File: config.mk
export PLATFORM = sky130hd
export DESIGN_NAME = instr_fetch
export DESIGN_NICKNAME = d
export VERILOG_FILES = /design/src/rtl/instr_fetch.sv
export SDC_FILE = /design/constraint.sdc
export NUM_CORES = 1
export LEC_CHECK = 0
export CELL_PAD_IN_SITES_DETAIL_PLACEMENT = 0
export CELL_PAD_IN_SITES_GLOBAL_PLACEMENT = 1
export CORE_MARGIN = 10
export CORE_UTILIZATION = 29
export CTS_CLUSTER_DIAMETER = 100
export CTS_CLUSTER_SIZE = 12
export DETAILED_ROUTE_END_ITERATION = 12
export PLACE_DENSITY_LB_ADDON = 0.05
export SETUP_SLACK_MARGIN = 0.2
export SLEW_MARGIN = 5
export SYNTH_ARGS = -nofsm -noshare
export SYNTH_HDL_FRONTEND = slang
export SYNTH_SLANG_ARGS = --single-unit
File: constraint.sdc
create_clock -name clk -period 1.6 [get_ports clk]
set_clock_uncertainty 0.15 [all_clocks]
set_input_delay 0.32 -clock clk [delete_from_list [all_inputs] [get_ports clk]]
set_output_delay 0.32 -clock clk [all_outputs]
set_load 0.05 [all_outputs]
File: src/rtl/instr_fetch.sv
// rtl/instr_fetch.sv - instruction fetch stage between program counter, program memory and decoder
//
// Fetches the byte at the current program count over a req/ack handshake,
// holds it in the instruction register, offers it to the decoder over a
// valid/ready handshake, then advances or redirects the PC, or halts.
//
// Optional feature macro: FETCH_TIMEOUT_EN (bounds the wait for mem_ack).
//
// Ports:
//   clk        in   system clock, all state changes on posedge
//   rst        in   asynchronous active-low reset
//   pc         in   current program count
//   pc_enable  out  one-cycle pulse advancing the PC by one
//   pc_jmp     out  one-cycle jump request to the PC
//   pc_jmploc  out  jump target, valid while pc_jmp=1
//   mem_req    out  memory read request
//   mem_addr   out  read address (pc while mem_req=1)
//   mem_ack    in   read data valid this cycle
//   mem_rdata  in   read data
//   ir         out  instruction register
//   opcode     out  ir[7:4]
//   operand    out  ir[3:0]
//   ir_valid   out  ir holds an unconsumed instruction
//   ir_ready   in   decoder accepts ir
//   halted     out  halt executed, fetching stopped
//   fetch_err  out  memory timeout occurred (0 unless FETCH_TIMEOUT_EN)

module instr_fetch #(
  parameter int         ADDR_W  = 4,
  parameter int         DATA_W  = 8,
  parameter logic [3:0] OP_JMP  = 4'h6,
  parameter logic [3:0] OP_HLT  = 4'hF,
  parameter int         TIMEOUT = 15
) (
  input  logic              clk,
  input  logic              rst,
  input  logic [ADDR_W-1:0] pc,
  output logic              pc_enable,
  output logic              pc_jmp,
  output logic [ADDR_W-1:0] pc_jmploc,
  output logic              mem_req,
  output logic [ADDR_W-1:0] mem_addr,
  input  logic              mem_ack,
  input  logic [DATA_W-1:0] mem_rdata,
  output logic [DATA_W-1:0] ir,
  output logic [3:0]        opcode,
  output logic [3:0]        operand,
  output logic              ir_valid,
  input  logic              ir_ready,
  output logic              halted,
  output logic              fetch_err
);

  typedef enum logic [2:0] {
    S_START   = 3'd0,
    S_FETCH   = 3'd1,
    S_ISSUE   = 3'd2,
    S_ADVANCE = 3'd3,
    S_HALT    = 3'd4
  } state_t;

  state_t              state_q, state_d;
  logic [DATA_W-1:0]   ir_q, ir_d;
  logic                pc_enable_q, pc_enable_d;
  logic                pc_jmp_q, pc_jmp_d;
  logic [ADDR_W-1:0]   pc_jmploc_q, pc_jmploc_d;
  logic                mem_req_q, mem_req_d;
  logic                ir_valid_q, ir_valid_d;
  logic                halted_q, halted_d;
`ifdef FETCH_TIMEOUT_EN
  logic [3:0]          tmo_cnt_q, tmo_cnt_d;
  logic                fetch_err_q, fetch_err_d;
`endif

  // Every output flop is loaded with the value belonging to the state being
  // entered, so outputs line up with the state without any decode glitches.
  always_comb begin
    state_d     = state_q;
    ir_d        = ir_q;
    pc_enable_d = 1'b0;
    pc_jmp_d    = 1'b0;
    pc_jmploc_d = '0;
    mem_req_d   = 1'b0;
    ir_valid_d  = 1'b0;
    halted_d    = 1'b0;
`ifdef FETCH_TIMEOUT_EN
    tmo_cnt_d   = '0;
    fetch_err_d = fetch_err_q;
`endif
    case (state_q)
      S_START: begin
        state_d   = S_FETCH;
        mem_req_d = 1'b1;
      end
      S_FETCH: begin
        if (mem_ack) begin
          ir_d       = mem_rdata;
          state_d    = S_ISSUE;
          ir_valid_d = 1'b1;
        end else begin
          mem_req_d = 1'b1;
`ifdef FETCH_TIMEOUT_EN
          if (tmo_cnt_q == 4'(TIMEOUT - 1)) begin
            state_d     = S_HALT;
            mem_req_d   = 1'b0;
            halted_d    = 1'b1;
            fetch_err_d = 1'b1;
          end else begin
            tmo_cnt_d = tmo_cnt_q + 4'd1;
          end
`endif
        end
      end
      S_ISSUE: begin
        if (ir_ready) begin
          if (ir_q[7:4] == OP_HLT) begin
            state_d  = S_HALT;
            halted_d = 1'b1;
          end else if (ir_q[7:4] == OP_JMP) begin
            // ADVANCE doubles as the jump cycle: pc_jmp instead of pc_enable.
            state_d     = S_ADVANCE;
            pc_jmp_d    = 1'b1;
            pc_jmploc_d = ADDR_W'(ir_q[3:0]);
          end else begin
            state_d     = S_ADVANCE;
            pc_enable_d = 1'b1;
          end
        end else begin
          ir_valid_d = 1'b1;
        end
      end
      S_ADVANCE: begin
        state_d   = S_FETCH;
        mem_req_d = 1'b1;
      end
      S_HALT: begin
        halted_d = 1'b1;
      end
      default: begin
        state_d = S_START;
      end
    endcase
  end

  always_ff @(posedge clk or negedge rst) begin
    if (!rst) begin
      state_q     <= S_START;
      ir_q        <= '0;
      pc_enable_q <= 1'b0;
      pc_jmp_q    <= 1'b0;
      pc_jmploc_q <= '0;
      mem_req_q   <= 1'b0;
      ir_valid_q  <= 1'b0;
      halted_q    <= 1'b0;
`ifdef FETCH_TIMEOUT_EN
      tmo_cnt_q   <= '0;
      fetch_err_q <= 1'b0;
`endif
    end else begin
      state_q     <= state_d;
      ir_q        <= ir_d;
      pc_enable_q <= pc_enable_d;
      pc_jmp_q    <= pc_jmp_d;
      pc_jmploc_q <= pc_jmploc_d;
      mem_req_q   <= mem_req_d;
      ir_valid_q  <= ir_valid_d;
      halted_q    <= halted_d;
`ifdef FETCH_TIMEOUT_EN
      tmo_cnt_q   <= tmo_cnt_d;
      fetch_err_q <= fetch_err_d;
`endif
    end
  end

  assign pc_enable = pc_enable_q;
  assign pc_jmp    = pc_jmp_q;
  assign pc_jmploc = pc_jmploc_q;
  assign mem_req   = mem_req_q;
  // The PC only settles at the edge that enters FETCH, so the address follows
  // pc directly rather than through a flop that would lag by one count.
  assign mem_addr  = mem_req_q ? pc : '0;
  assign ir        = ir_q;
  assign opcode    = ir_q[7:4];
  assign operand   = ir_q[3:0];
  assign ir_valid  = ir_valid_q;
  assign halted    = halted_q;
`ifdef FETCH_TIMEOUT_EN
  assign fetch_err = fetch_err_q;
`else
  assign fetch_err = 1'b0;
`endif

endmodule

**Yosys cells after proc, flatten, opt, wreduce, memory -nomap -nowiden**

Cells that the tools add are included.

- Register bits after elaboration: 20
- Input bits: 16
- Word-level logic and storage cells: 46

- Equal/unequal tests: 8
- Multiplexer cells: 25
- Bitwise operators: 1
- Reductions and logical operators: 4

Operator list:

| operator | count |
|---|---|
| 4-bit 2-to-1 mux | 5 |
| 1-bit 2-to-1 mux | 13 |
| 3-bit one-hot mux with 4 select lines | 1 |
| 3-bit 2-to-1 mux | 3 |
| 3-bit by 2-bit == test with 1-bit output, second input constant | 2 |
| 1-bit one-hot mux with 2 select lines | 3 |
| 4-bit by 3-bit == test with 1-bit output, second input constant | 1 |
| 4-bit == test, second input constant | 1 |
| 2-bit != test, second input constant | 2 |
| 3-bit by 1-bit == test with 1-bit output, second input constant | 1 |
| 3-bit == test, second input constant | 1 |
| 3-bit zero test | 1 |
| 3-bit AND reduction | 1 |
| 2-bit AND reduction | 1 |
| 2-bit OR reduction | 1 |
| 1-bit NOT | 1 |

**Longest topological paths before layout**

- Word-level depth: 5
- Mapped depth: 3
- Mapped depth without buffers: 3

**Worst setup path before layout**

Ideal clock, no wire load.

- Path kind: reg-to-output
- Start point: register mem_req_q (netlist: mem_req)
- End point: output port mem_addr[0]
- Data arrival time: 1,134 ps
- Required time: 1,130 ps
- Slack: -4 ps
- Stages on the path, launching flop included: 2
- Buffers on the path: 0
- Cells stage by stage: dfrtp_1 -> and2_1

- Longest elaborated chain between the ends: 1

RTL lines:

| item | line | text |
|---|---|---|
| start, declared | 67 | `logic mem_req_q, mem_req_d;` |
| start signal, assigned | 165 | `mem_req_q <= mem_req_d;` |
| 4-bit 2-to-1 mux | 181 | `assign mem_addr = mem_req_q ? pc : '0;` |
| end, declared | 42 | `output logic [ADDR_W-1:0] mem_addr,` |

Every way passes these cells.

**Worst setup path after layout**

- Start point: input port pc[3]
- End point: output port mem_addr[3]

- Longest elaborated chain between the ends: 1

RTL lines:

| item | line | text |
|---|---|---|
| start, declared | 37 | `input logic [ADDR_W-1:0] pc,` |
| 4-bit 2-to-1 mux | 181 |  |

Every way passes these cells.

==> metrics.txt <==
clk buf depth=2; vias in the first global route=around 800; DR pass1 iterations=4; Worst Setup End Kind=output port; sw frac=a little over a fifth; Clock Sinks=20; drt drc=0; fmax=0.656 GHz; Site Rows=20; Crit Path Category=in -> out; port bufs=44; ant diodes=0; setup tns final=0 ns; xor/xnor share of the synthesized area=0.978%; DRT antenna net count=0; Hold Vio Cnt, Final=0; Initial Utilization=approximately 30%; clock power share=30.8%; max-cap violation count=0; status=complete, no violations; switching power=176 uW; Initial DRC Count=20; Core ar.=approximately 3000 sq um; Cells after Synth=between 60 and 70; Worst VDD drop=approximately 0.31 mV; Total GRT Usage=approximately a tenth; largest net degree at the start of global routing=21; clk_lat worst skew=roughly 0.3 ns; #FFs+latches synth=20; count of different cell masters after synthesis=22; HP Class=in -> async; mapped cell area=roughly 900 sq um; dpl ws=-0.213 ns; Die Y=between 70 and 80 um; cts-stage hold buffer count=0; fraction of layout cells with a size suffix above 1=60.3%; main combinational cell family by area after synthesis=simple AND/OR/NAND/NOR gates; Final period util=roughly 95%; Via Count=around 700; fillers=about 250; per-cell routed wire length=16.4 um; CP Launch Type=input pin; Mean Syn Cell Area=between 10 and 15 sq um; WL final=~2500 um; RSZ-0062 raised after global routing=true; worst reg2reg path depth=4; setup violators final=0; CTS tree=done; Period minus WS final=1.52 ns; number of primary I/O pins=between 40 and 50; worst-path maximum fanout=1; Sequential Power Share=just over 60%; Pint=636 uW; PD cells=around 450 nW/um^2; Post-Syn Nets=84; Worst EP arrival=~1.1 ns; combinational share of power=around 7%; die area=around 5700 sq um; Num CTS Buffers=3; Min Hold Slack=0.195 ns; Synth Area in Compound Gates=5.17%; Die X=roughly 76 um; sequential area share after synthesis=between 50% and 60%; r2r endpoint=ir[3]; Clock Tree Root=clkbuf_4; Syn. warnings=0; post-DR vias/cell=4.48; adder-cell share of the synthesized area=0%; Synth Area in Simple Gates=a little under a fifth; post-synthesis mux area share=between 10% and 20%; gpl congestion=between 0.6 and 0.7; area delta synth->final=102%; CTS clk-pin slew, worst paths=about 0.12 ns; grt ovf=0; reg2reg start=state_q[1]; antenna violations before repair=0; H-tree Lvls=1; worst endpoint required time=between 1 and 1.5 ns; setup ws final=0.0759 ns; first-pass GRT wire length=4110 um; Final Max Slew Viols=0; FF-to-FF setup slack=around 0.20 ns; Leakage Power=about 0.00078 uW; DP Wirelength=about 1900 um; Layout Nets=138
## per-layer routing
metal	up-vias	part of all wire (%)	global-route usage (%)
met1	332	37	9.83
met3	2	12	4.82
li1	327	-	-
met2	29	51	16.4
met4	0	0.68	3.09
met5	-	0	0
## metrics by stage
step                      total power [uW]  cells  util (%)  instance area [sq um]
after floorplan                        523     68         -                    907
after global placement                 573    141      54.9                   1650
after detailed placement               573    141      54.9                   1650
after CTS                              825    154      60.2                   1810
after global routing                   851    154      60.2                   1810
final                                  812    154      60.2                   1810
## power by group through the flow
| stage | Clock [uW] | Combinational, uW | Sequential, uW |
|---|---|---|---|
| global route | 284 | 62.5 | 505 |
| detailed placement | 0 | 57.9 | 515 |
| finish | 250 | 57.0 | 505 |
| CTS | 261 | 58.2 | 505 |
| floorplan | 0 | 7.62 | 515 |
| global placement | 0 | 58.0 | 515 |
## cells by family (layout without fill, tap and decap cells)
| logic type | after synthesis | in the layout |
|---|---|---|
| mux | 8 | 8 |
| xor+xnor | 1 | 1 |
| other cells | 1 | 1 |
| buf+inv | 11 | 64 |
| simple gates | 20 | 20 |
| compound gates | 7 | 7 |
| flops | 20 | 20 |
## area by class of cell
type,count,area [sq um],area share (%)
Tap cell,33,41.3,2.28
Multi-Input combinational cell,37,360,19.9
Sequential cell,20,514,28.4
Inverter,2,7.51,0.415
Timing Repair Buffer,58,858,47.5
Clock buffer,4,26.3,1.45
## timing repair
| action | 4_1_cts | 5_1_grt |
|---|---|---|
| hold endpoints to repair | 0 | 0 |
| setup buffers | 9 | 0 |
| setup endpoints to repair | 33 | 34 |
| pin swaps | 4 | 3 |
| gates resized for setup | 20 | 2 |
## worst max path at each step
| stage | startpoint | endpoint | slack, ns | cells past startpoint |
|---|---|---|---|---|
| after global placement | mem_ack | ir[7] | -0.18 | 4 |
| after global routing | mem_req | mem_addr[2] | 0.03 | 2 |
| after floorplan | state_q[1] | ir[4] | 0.18 | 3 |
| after CTS | mem_req | mem_addr[0] | 0.07 | 2 |
| final | pc[3] | mem_addr[3] | 0.08 | 3 |
| after detailed placement | mem_ack | ir[2] | -0.21 | 4 |
## cells in the final DEF, fill, tap and decap left out
cell / count
o21a_1: 1
dfrtp_1: 9
nor2_1: 2
xnor2_1: 1
and2_1: 4
nand4_1: 1
a31oi_1: 1
nor2_4: 1
nand3b_4: 1
and2_4: 4
inv_1: 2
clkbuf_4: 3
nand2b_1: 1
o21ai_1: 2
and3_1: 1
buf_4: 12
o32ai_1: 2
nor4_4: 1
nand2_1: 2
dfrtp_2: 11
dlygate4sd2_1: 2
buf_12: 31
conb_1: 1
clkdlybuf4s50_1: 13
nand4bb_4: 1
clkbuf_1: 1
a21oi_1: 1
nor3b_1: 1
mux2_4: 8
## sequential cells by signal (all words and copies together), names as in the netlist
| register | flops |
|---|---|
| ir_valid | 1 |
| pc_jmploc | 4 |
| state_q | 3 |
| pc_enable | 1 |
| pc_jmp | 1 |
| halted | 1 |
| ir | 8 |
| mem_req | 1 |
## critical path, stage by stage
cell,delay (ns)
clkdlybuf4s50_1,0.46
and2_4,0.15
buf_12,0.13
## Yosys cell counts
library cell / n / area (sq um)
inv_1: 2 / 7.51
nor4_4: 1 / 21.3
and3_1: 1 / 6.26
nor2_1: 2 / 7.51
nand2_1: 2 / 7.51
nand2b_1: 1 / 6.26
nor2_4: 1 / 11.3
nand4_1: 1 / 6.26
nor3b_1: 1 / 7.51
a21oi_1: 1 / 5.00
and2_1: 8 / 50.1
nand3b_4: 1 / 20.0
mux2_2: 8 / 90.1
conb_1: 1 / 3.75
o32ai_1: 2 / 17.5
nand4bb_4: 1 / 27.5
a31oi_1: 1 / 6.26
xnor2_1: 1 / 8.76
dfrtp_1: 20 / 500
o21a_1: 1 / 7.51
o21ai_0: 2 / 10.0
buf_4: 9 / 67.6
No activity file was read; power rests on OpenSTA's default activity.
